$ cat src/rtl/period_meter_pkg.sv
// period_meter_pkg: shared state encoding and synchronizer depth for the period meter
package period_meter_pkg;
  typedef enum logic [1:0] {IDLE, ARM, MEASURE, DONE} pm_state_t;
  localparam int SYNC_DEPTH = 2;
endpackage

$ cat src/rtl/edge_sync.sv
// edge_sync: two-flop synchronizer followed by a registered one-cycle rising-edge pulse
module edge_sync
  import period_meter_pkg::*;
(
  input  logic clock,
  input  logic reset,
  input  logic async_in,
  output logic rise
);
  logic [SYNC_DEPTH-1:0] sync_q, sync_d;
  logic prev_q, prev_d, rise_q, rise_d;
  // shift the raw input through the synchronizer and flag a 0->1 on its output
  always_comb begin
    sync_d = {sync_q[SYNC_DEPTH-2:0], async_in};
    prev_d = sync_q[SYNC_DEPTH-1];
    rise_d = sync_q[SYNC_DEPTH-1] & ~prev_q;
  end
  // synchronizer, history and pulse registers
  always_ff @(posedge clock or posedge reset) begin
    if (reset) begin
      sync_q <= '0;
      prev_q <= 1'b0;
      rise_q <= 1'b0;
    end else begin
      sync_q <= sync_d;
      prev_q <= prev_d;
      rise_q <= rise_d;
    end
  end
  assign rise = rise_q;
endmodule

$ cat src/rtl/period_meter.sv
// period_meter: sums NUM_PERIODS rise-to-rise periods of sig_in in clock cycles; PERIOD_METER_MINMAX_EN adds min/max period outputs
module period_meter
  import period_meter_pkg::*;
#(
  parameter int COUNT_W     = 32,
  parameter int NUM_PERIODS = 16,
  parameter int TIMEOUT_CYC = 50_000_000
)(
  input  logic               clock,
  input  logic               reset,
  input  logic               start,
  input  logic               sig_in,
  output logic               busy,
  output logic               done,
  output logic [COUNT_W-1:0] total_cycles,
  output logic               timeout,
  output logic               overflow
`ifdef PERIOD_METER_MINMAX_EN
  ,
  output logic [COUNT_W-1:0] min_period,
  output logic [COUNT_W-1:0] max_period
`endif
);
  localparam int PW = $clog2(TIMEOUT_CYC + 1);
  localparam int EW = $clog2(NUM_PERIODS + 1);
  pm_state_t state_q, state_d;
  logic [COUNT_W-1:0] cnt_q, cnt_d, total_q, total_d;
  logic [PW-1:0] per_q, per_d;
  logic [EW-1:0] edges_q, edges_d;
  logic timeout_q, timeout_d, overflow_q, overflow_d;
  logic rise, accept, last, expire, tmo, rise_m;
  edge_sync u_sync (.clock(clock), .reset(reset), .async_in(sig_in), .rise(rise));
  // next-state and datapath; per_cnt is the cycles since start or the last rise, so at a rise it equals the period
  always_comb begin
    state_d    = state_q;
    cnt_d      = cnt_q;
    per_d      = per_q;
    edges_d    = edges_q;
    total_d    = total_q;
    timeout_d  = timeout_q;
    overflow_d = overflow_q;
    accept     = state_q == IDLE && start;
    last       = rise && (int'(edges_q) + 1 == NUM_PERIODS);
    expire     = !rise && per_q == PW'(TIMEOUT_CYC);
    tmo        = (state_q == ARM || state_q == MEASURE) && expire;
    rise_m     = state_q == MEASURE && rise;
    case (state_q)
      IDLE: if (start) begin
        state_d    = ARM;
        timeout_d  = 1'b0;
        overflow_d = 1'b0;
        total_d    = '0;
        edges_d    = '0;
        cnt_d      = '0;
        per_d      = PW'(1);
      end
      ARM: begin
        per_d = per_q + 1'b1;
        if (rise) begin
          state_d = MEASURE;
          cnt_d   = COUNT_W'(1);
          per_d   = PW'(1);
          edges_d = '0;
        end
      end
      MEASURE: begin
        cnt_d = &cnt_q ? cnt_q : cnt_q + 1'b1;
        per_d = per_q + 1'b1;
        if (&cnt_q && !last) overflow_d = 1'b1;
        if (rise) begin
          edges_d = edges_q + 1'b1;
          per_d   = PW'(1);
        end
        if (last) begin
          total_d = cnt_q;
          state_d = DONE;
        end
      end
      default: state_d = IDLE;
    endcase
    if (tmo) begin
      timeout_d = 1'b1;
      total_d   = '0;
      state_d   = DONE;
    end
  end
  // state and counter registers
  always_ff @(posedge clock or posedge reset) begin
    if (reset) begin
      state_q    <= IDLE;
      cnt_q      <= '0;
      per_q      <= '0;
      edges_q    <= '0;
      total_q    <= '0;
      timeout_q  <= 1'b0;
      overflow_q <= 1'b0;
    end else begin
      state_q    <= state_d;
      cnt_q      <= cnt_d;
      per_q      <= per_d;
      edges_q    <= edges_d;
      total_q    <= total_d;
      timeout_q  <= timeout_d;
      overflow_q <= overflow_d;
    end
  end
  assign busy         = state_q == ARM || state_q == MEASURE;
  assign done         = state_q == DONE;
  assign total_cycles = total_q;
  assign timeout      = timeout_q;
  assign overflow     = overflow_q;
`ifdef PERIOD_METER_MINMAX_EN
  logic [COUNT_W-1:0] min_q, min_d, max_q, max_d, period;
  // track extreme single periods at each rise; cleared to 0 when the measurement times out
  always_comb begin
    period = COUNT_W'(per_q);
    min_d  = accept ? '1 : tmo ? '0 : (rise_m && period < min_q) ? period : min_q;
    max_d  = accept ? '0 : tmo ? '0 : (rise_m && period > max_q) ? period : max_q;
  end
  // min/max registers
  always_ff @(posedge clock or posedge reset) begin
    if (reset) begin
      min_q <= '0;
      max_q <= '0;
    end else begin
      min_q <= min_d;
      max_q <= max_d;
    end
  end
  assign min_period = min_q;
  assign max_period = max_q;
`endif
endmodule

$ cat config.mk
export PLATFORM = sky130hd
export DESIGN_NAME = period_meter
export DESIGN_NICKNAME = d
export VERILOG_FILES = /design/src/rtl/period_meter_pkg.sv /design/src/rtl/edge_sync.sv /design/src/rtl/period_meter.sv
export SDC_FILE = /design/constraint.sdc
export NUM_CORES = 1
export LEC_CHECK = 0
export CAP_MARGIN = 20
export CELL_PAD_IN_SITES_DETAIL_PLACEMENT = 1
export CELL_PAD_IN_SITES_GLOBAL_PLACEMENT = 1
export CORE_MARGIN = 3
export CORE_UTILIZATION = 49
export DETAILED_ROUTE_END_ITERATION = 8
export PLACE_DENSITY_LB_ADDON = 0.1
export SLEW_MARGIN = 20
export SYNTH_ARGS = -nofsm -noshare
export SYNTH_HDL_FRONTEND = slang
export SYNTH_HIERARCHICAL = 1
export SYNTH_SLANG_ARGS = --single-unit
$ cat constraint.sdc
create_clock -name clock -period 4.3 [get_ports clock]
set_input_delay 0.43 -clock clock [delete_from_list [all_inputs] [get_ports clock]]
set_output_delay 0.43 -clock clock [all_outputs]
set_load 0.1 [all_outputs]
==> impl_metrics.ini, run 1 <==
[run_status]
status = completed

[timing]
rsz0062_at_grt = false
worstMarginPinSlew_ns = 0.987
fmax_mhz = 323
clock_skew_ns = 0.0110
relSlewSlack_pct = 34.0
finalMaxSlewViolations = 0
final_hold_viol_count = 0
finalCriticalPeriod_ns = 3.10
whs_ns = 0.327
finalSetupViolCount = 0
period_share_pct = 72.1
finalSetupTns_ns = 0

[global_routing]
grt_pass1_vias = 4602
grt_max_degree = 84
overflow = 0
met2_usage_pct = 38.8
met3_usage_pct = 5.99
track_usage_pct = 25.2
grt_pass1_wl_mm = 23.4
use_met1_pct = 35.3
grt-busiest-layer = met2
antenna_found_initial = 0

[floorplanning]
die_h_um = 109
io_pins = 40
die_x_um = 109
dieArea_um2 = 12000
core-area_um2 = 10400
rows = 37
initial_core_util_pct = 50.4

[logic_synthesis]
synth_top_area_cell = dfrtp_1
syn_nets = 546
synth_most_common_cell = dfrtp_1
synth-async-reset-ratio_pct = 100
ys_ff_latch = 103
synth.avg_cell_area_um2 = 9.81
synth_ff_type = dfrtp_1
synth-seq-area-share_pct = 49.3
synthDistinctLibCells = 59
yosysWarningCount = 6
synth_area_leaders = dfrtp_1 (49%), a22o_1 (5.5%), nand2_1 (3.3%), nand3_1 (2.6%), o21ai_0 (2.4%)
synth_edf_count = 0
mappedNetlistArea_um2 = 5230
synth.top_cell.area_share_pct = 49.3
synthTopCellsByCount = dfrtp_1 (103), nand2_1 (46), a22o_1 (33), nor2_1 (33), nand3_1 (27)
synth_cells = 533

[power_and_ir_drop]
p_leak_nw = 2.51
finalPower_w = 0.00279
p_sw_share_pct = 42.2
power_density_nw_per_um2 = 468
p_sw_w = 0.00118
pwr-share-comb_pct = 37.5
power_frac_seq_pct = 38.0
internal_power_w = 0.00161
vdd_drop_max_uv = 540
p_clk_share_pct = 24.5

[route]
wl_mm = 13.8
via_count = 4433
viasPerCell = 6.31
drt_first_iter_violations = 243
drcViolationCount = 0
final_antenna_net_count = 0
wire_per_inst_um = 19.7
drt-pass1-iter-count = 4

[clocking]
cts.clk_slew.worst_paths_ns = 0.10
cts_tree = built
clkSinkCount = 103
ctsHoldBuffers = 0
cts_resized = 0
clock_latency_ns = 0.40
cts-root-buf = clkbuf_8
cts_max_level = 3
cts_max_path_buffers = 2
postCtsSetupBuffers = 0
cts_buffers = 9

[setup_path]
crit_path_top_delay_cell = nand4_1
startpoint_type = register
cp_top_family = simple AND/OR/NAND/NOR gates
endpoint_kind = register
cp.required_ns = 4.58
worst_ep_arrival_time_ns = 3.38
slowest_delay_ns = 0.76
r2r_slack_ns = 1.20
cp_num_buf_inv = 1
crit_fanout = 18
worstPathCellList = inv_1, ha_1, nand3_1, nor4_2, nand4_1, nand2_1, o21ai_0
worst-setup-path-type = reg2reg

[placement]
portBuffers = 39
gp_congestion = 0.793
dp_hpwl_mm = 9.56

[cells_and_area]
finalNetCount = 574
drive_above_1_share_pct = 7.95
antenna_cells = 0
area_growth_pct = 14.1

[job]
maxCapViolations = 0

[min_path]
hold_path_class = in2async
==> layout make-up <==
| class | count | area, um2 |
|---|---|---|
| clock buffer | 13 | 179 |
| tap | 136 | 170 |
| inverter | 18 | 72.6 |
| multi-input combinational | 382 | 2470 |
| clock inverter | 3 | 47.5 |
| timing repair buffer | 47 | 450 |
| fill | 1197 | 4400 |
| sequential | 103 | 2580 |
==> worst register-to-register path: cells and delay by family, from the launching register on <==
| kind | cells | cell delay [ns] |
|---|---|---|
| adder cells (fa/ha/maj) | 1 | 0.55 |
| AND/OR/NAND/NOR | 4 | 1.78 |
| flip-flops | 1 | 0.42 |
| buffers and inverters | 1 | 0.10 |
| AO/OA/AOI/OAI | 1 | 0.14 |
==> per-layer routing <==
layer,part of all wire [%],vias to the layer above
met4,1.4,0
met5,0,-
met2,47,99
met3,4.7,19
met1,47,2252
li1,-,2063
==> metrics by stage <==
stage | area [um2] | cells | utilization, % | worst slack [ns]
after floorplan | 5230 | 533 | - | 1.28
after global routing | 5970 | 702 | 57.6 | 0.952
after CTS | 5970 | 702 | 57.5 | 1.17
final | 5970 | 702 | 57.6 | 1.20
after global placement | 5740 | 686 | 55.3 | 1.35
after detailed placement | 5740 | 686 | 55.3 | 1.17
==> state kept, by name, indices dropped and copies added, names as in the netlist <==
| name | cells |
|---|---|
| cnt_q | 32 |
| total_cycles | 32 |
| per_q | 26 |
| edges_q | 5 |
| state_q | 2 |
| u_sync/sync_q | 2 |
| overflow | 1 |
| timeout | 1 |
| u_sync/prev_q | 1 |
| u_sync/rise | 1 |
==> cells in the final DEF (no fill, tap or decap), types with 3 or more instances in the layout <==
| master | Yosys | layout |
|---|---|---|
| a21oi_1 | 22 | 21 |
| a22o_1 | 33 | 33 |
| a31oi_1 | 19 | 19 |
| and2_1 | 3 | 3 |
| and3_1 | 7 | 7 |
| and4_1 | 5 | 5 |
| and4_4 | 4 | 4 |
| buf_4 | 0 | 8 |
| clkbuf_8 | 0 | 13 |
| clkdlybuf4s50_1 | 0 | 39 |
| dfrtp_1 | 103 | 103 |
| ha_1 | 9 | 9 |
| inv_1 | 18 | 17 |
| mux2i_1 | 3 | 3 |
| nand2_1 | 46 | 46 |
| nand2b_1 | 4 | 4 |
| nand3_1 | 27 | 27 |
| nand4_1 | 18 | 18 |
| nor2_1 | 33 | 33 |
| nor2b_1 | 6 | 6 |
| nor3_1 | 13 | 13 |
| nor4_1 | 16 | 14 |
| nor4_2 | 1 | 3 |
| o211ai_1 | 3 | 3 |
| o21a_1 | 5 | 5 |
| o21ai_0 | 25 | 25 |
| o221ai_1 | 4 | 4 |
| o22ai_1 | 4 | 4 |
| o311ai_0 | 4 | 4 |
| o31ai_1 | 13 | 13 |
| o41ai_1 | 3 | 3 |
| or2_2 | 3 | 3 |
| or4_1 | 5 | 5 |
| xnor2_1 | 11 | 11 |
| xor2_1 | 4 | 4 |
==> kinds of logic (layout without fill, tap and decap cells) <==
logic type               after synthesis  count (layout)  synth area share [%]
flip-flops                           103             103                  49.3
buffers and inverters                 48              81                  3.80
XOR/XNOR                              15              15                  2.51
adder cells (fa/ha/maj)                9               9                  2.15
AND/OR/NAND/NOR                      203             203                  21.1
AO/OA/AOI/OAI                        150             150                  20.1
multiplexers                           5               5                  1.00
==> path summary, 6_finish.rpt <==
check / startpoint / to / depth (start not counted)
worst max-delay path: state_q[0] / cnt_q[1] / 7
worst min-delay path: reset / u_sync/sync_q[1] / 2
worst max register to register: state_q[0] / cnt_q[1] / 7
worst min register to register: u_sync/sync_q[0] / u_sync/sync_q[1] / 0
max in group asynchronous: reset / total_cycles[18] / 3
min in group clock: u_sync/sync_q[0] / u_sync/sync_q[1] / 0
==> power by group through the flow <==
stage	combinational (W)	sequential, W	clock, W
after CTS	0.00105	0.00106	0.000701
after floorplan	0.000731	0.00106	0
after global routing	0.00116	0.00107	0.000743
final	0.00105	0.00106	0.000683
after global placement	0.00101	0.00107	0
after detailed placement	0.00104	0.00108	0
(Power assumes the default switching activity.)
==> run 2, diff against run 1 <==
- CORE_UTILIZATION: 49 -> 41
- clock period: 4.3 -> 2.6 ns (I/O delays scaled with it)
==> impl_metrics.ini, run 2 (same netlist as run 1, synthesis figures left out) <==
[timing]
fin_ws_ns = 0.243
finalCriticalPeriod_ns = 2.36
relSlewSlack_pct = 57.4
worstMarginPinSlew_ns = 0.634
period_share_pct = 90.6
final_hold_viol_count = 0
rsz0062_at_grt = false
finalSetupTns_ns = 0
fmax_mhz = 424
clock_skew_ns = 0.0123
finalMaxSlewViolations = 0
finalSetupViolCount = 0

[setup_path]
endpoint_kind = register
cp.required_ns = 2.85
rr_worst_depth = 6
crit_end = cnt_q[22]
r2r_end = cnt_q[22]
worst-setup-path-type = reg2reg
r2r_slack_ns = 0.24
startpoint = cnt_q[0]
startpoint_type = register
worst_ep_arrival_time_ns = 2.61
r2r_start = cnt_q[0]
crit_fanout = 7

[route]
drcViolationCount = 0
wire_per_inst_um = 19.5
wl_mm = 14.7
via_count = 4588
drt_first_iter_violations = 302
drt-pass1-iter-count = 4
wl_met1_mm = 7.00
viasPerCell = 6.08
wl_met2_mm = 6.86
final_antenna_net_count = 0
dr_wl_met3_um = 560
top_layer = met4

[global_routing]
antenna_found_initial = 0
grt_pass1_vias = 4726
track_usage_pct = 21.5
overflow = 0
grt_pass1_wl_mm = 24.6
grt_max_degree = 100

[floorplanning]
die_h_um = 119
io_pins = 40
initial_core_util_pct = 42.7
die_x_um = 119
rows = 40
core-area_um2 = 12300
dieArea_um2 = 14200

[power_and_ir_drop]
power_density_nw_per_um2 = 820
p_leak_nw = 2.71
vdd_drop_max_uv = 374

[clocking]
clkSinkCount = 103
cts-root-buf = clkbuf_16
cts_tree = built
cts_max_path_buffers = 2
ctsHoldBuffers = 0
cts_resized = 0
cts.clk_slew.worst_paths_ns = 0.08
cts_buffers = 9
postCtsSetupBuffers = 0
cts_max_level = 3
clock_latency_ns = 0.36

[cells_and_area]
final_cell_mix = dfrtp_1 (103), buf_4 (64), nand2_1 (46), nor2_1 (33), a22o_1 (33)
area_growth_pct = 17.8
final_common_cell = dfrtp_1
nFillCells = 1415
drive_above_1_share_pct = 17.7
finalNetCount = 595
antenna_cells = 0

[run_status]
status = completed

[job]
maxCapViolations = 0

[placement]
dp_hpwl_mm = 10.3
gp_congestion = 0.847
portBuffers = 39
dp_slack_ns = 0.282

[min_path]
hold_path_class = in2async
[run 2: cell types whose count changed in the layout (fill, tap and decap cells not counted)]
| cell | previous run | this run |
|---|---|---|
| buf_12 | 0 | 1 |
| buf_4 | 8 | 64 |
| clkbuf_16 | 0 | 9 |
| clkbuf_8 | 13 | 0 |
| clkdlybuf4s50_1 | 39 | 3 |
| clkinv_2 | 0 | 3 |
| clkinv_4 | 1 | 0 |
| clkinvlp_4 | 0 | 2 |
| ha_1 | 9 | 7 |
| ha_2 | 0 | 2 |
[run 2: cell type report]
type                            instances  area (um2)  area share (%)
Sequential cell                       103        2580            41.8
Multi-Input combinational cell        382        2480            40.2
Tap cell                              168         210            3.41
Timing Repair Buffer                   68         531            8.61
Clock buffer                            9         225            3.66
Inverter                               18        71.3            1.16
Clock inverter                          7        70.1            1.14
[run 2: critical path, stage by stage, from the launching register on]
cell and delay (ns):
dfrtp_1 0.45, ha_1 0.23, nand3_1 0.12, nor2_1 0.44, nand4_1 0.22, or4_4 0.50, o31ai_1 0.28
[run 2: layer usage]
layer	vias up	global-route usage, %
li1	2098	-
met1	2369	29.4
met2	99	34.4
met3	22	4.18
met4	0	7.17
met5	-	0
[run 2: how the worst min path moves through the flow]
stage                     cells past startpoint  slack [ns]          endpoint             start
after global placement                        0        0.34  u_sync/sync_q[1]  u_sync/sync_q[0]
after detailed placement                      0        0.35  u_sync/sync_q[1]  u_sync/sync_q[0]
final                                         2        0.16  u_sync/sync_q[1]             reset
after CTS                                     2        0.16     u_sync/prev_q             reset
after global routing                          2        0.16  u_sync/sync_q[1]             reset
after floorplan                               1        0.03     u_sync/prev_q             reset
[run 2: power by group]
group	internal [W]	total, W	switching [W]
clock network	0.000749	0.00138	0.000631
registers	0.00167	0.00175	0.0000861
logic	0.000575	0.00192	0.00135
[run 2: through the flow]
stage	area (um2)	hold WS (ns)	std cells	util, %	power, W
after floorplan	5240	0.0261	533	-	0.00298
final	6160	0.162	755	50.2	0.00505
after global routing	6160	0.164	755	50.2	0.00537
after CTS	6160	0.157	755	50.2	0.00511
after detailed placement	5870	0.346	739	47.8	0.00371
after global placement	5870	0.342	739	47.8	0.00367
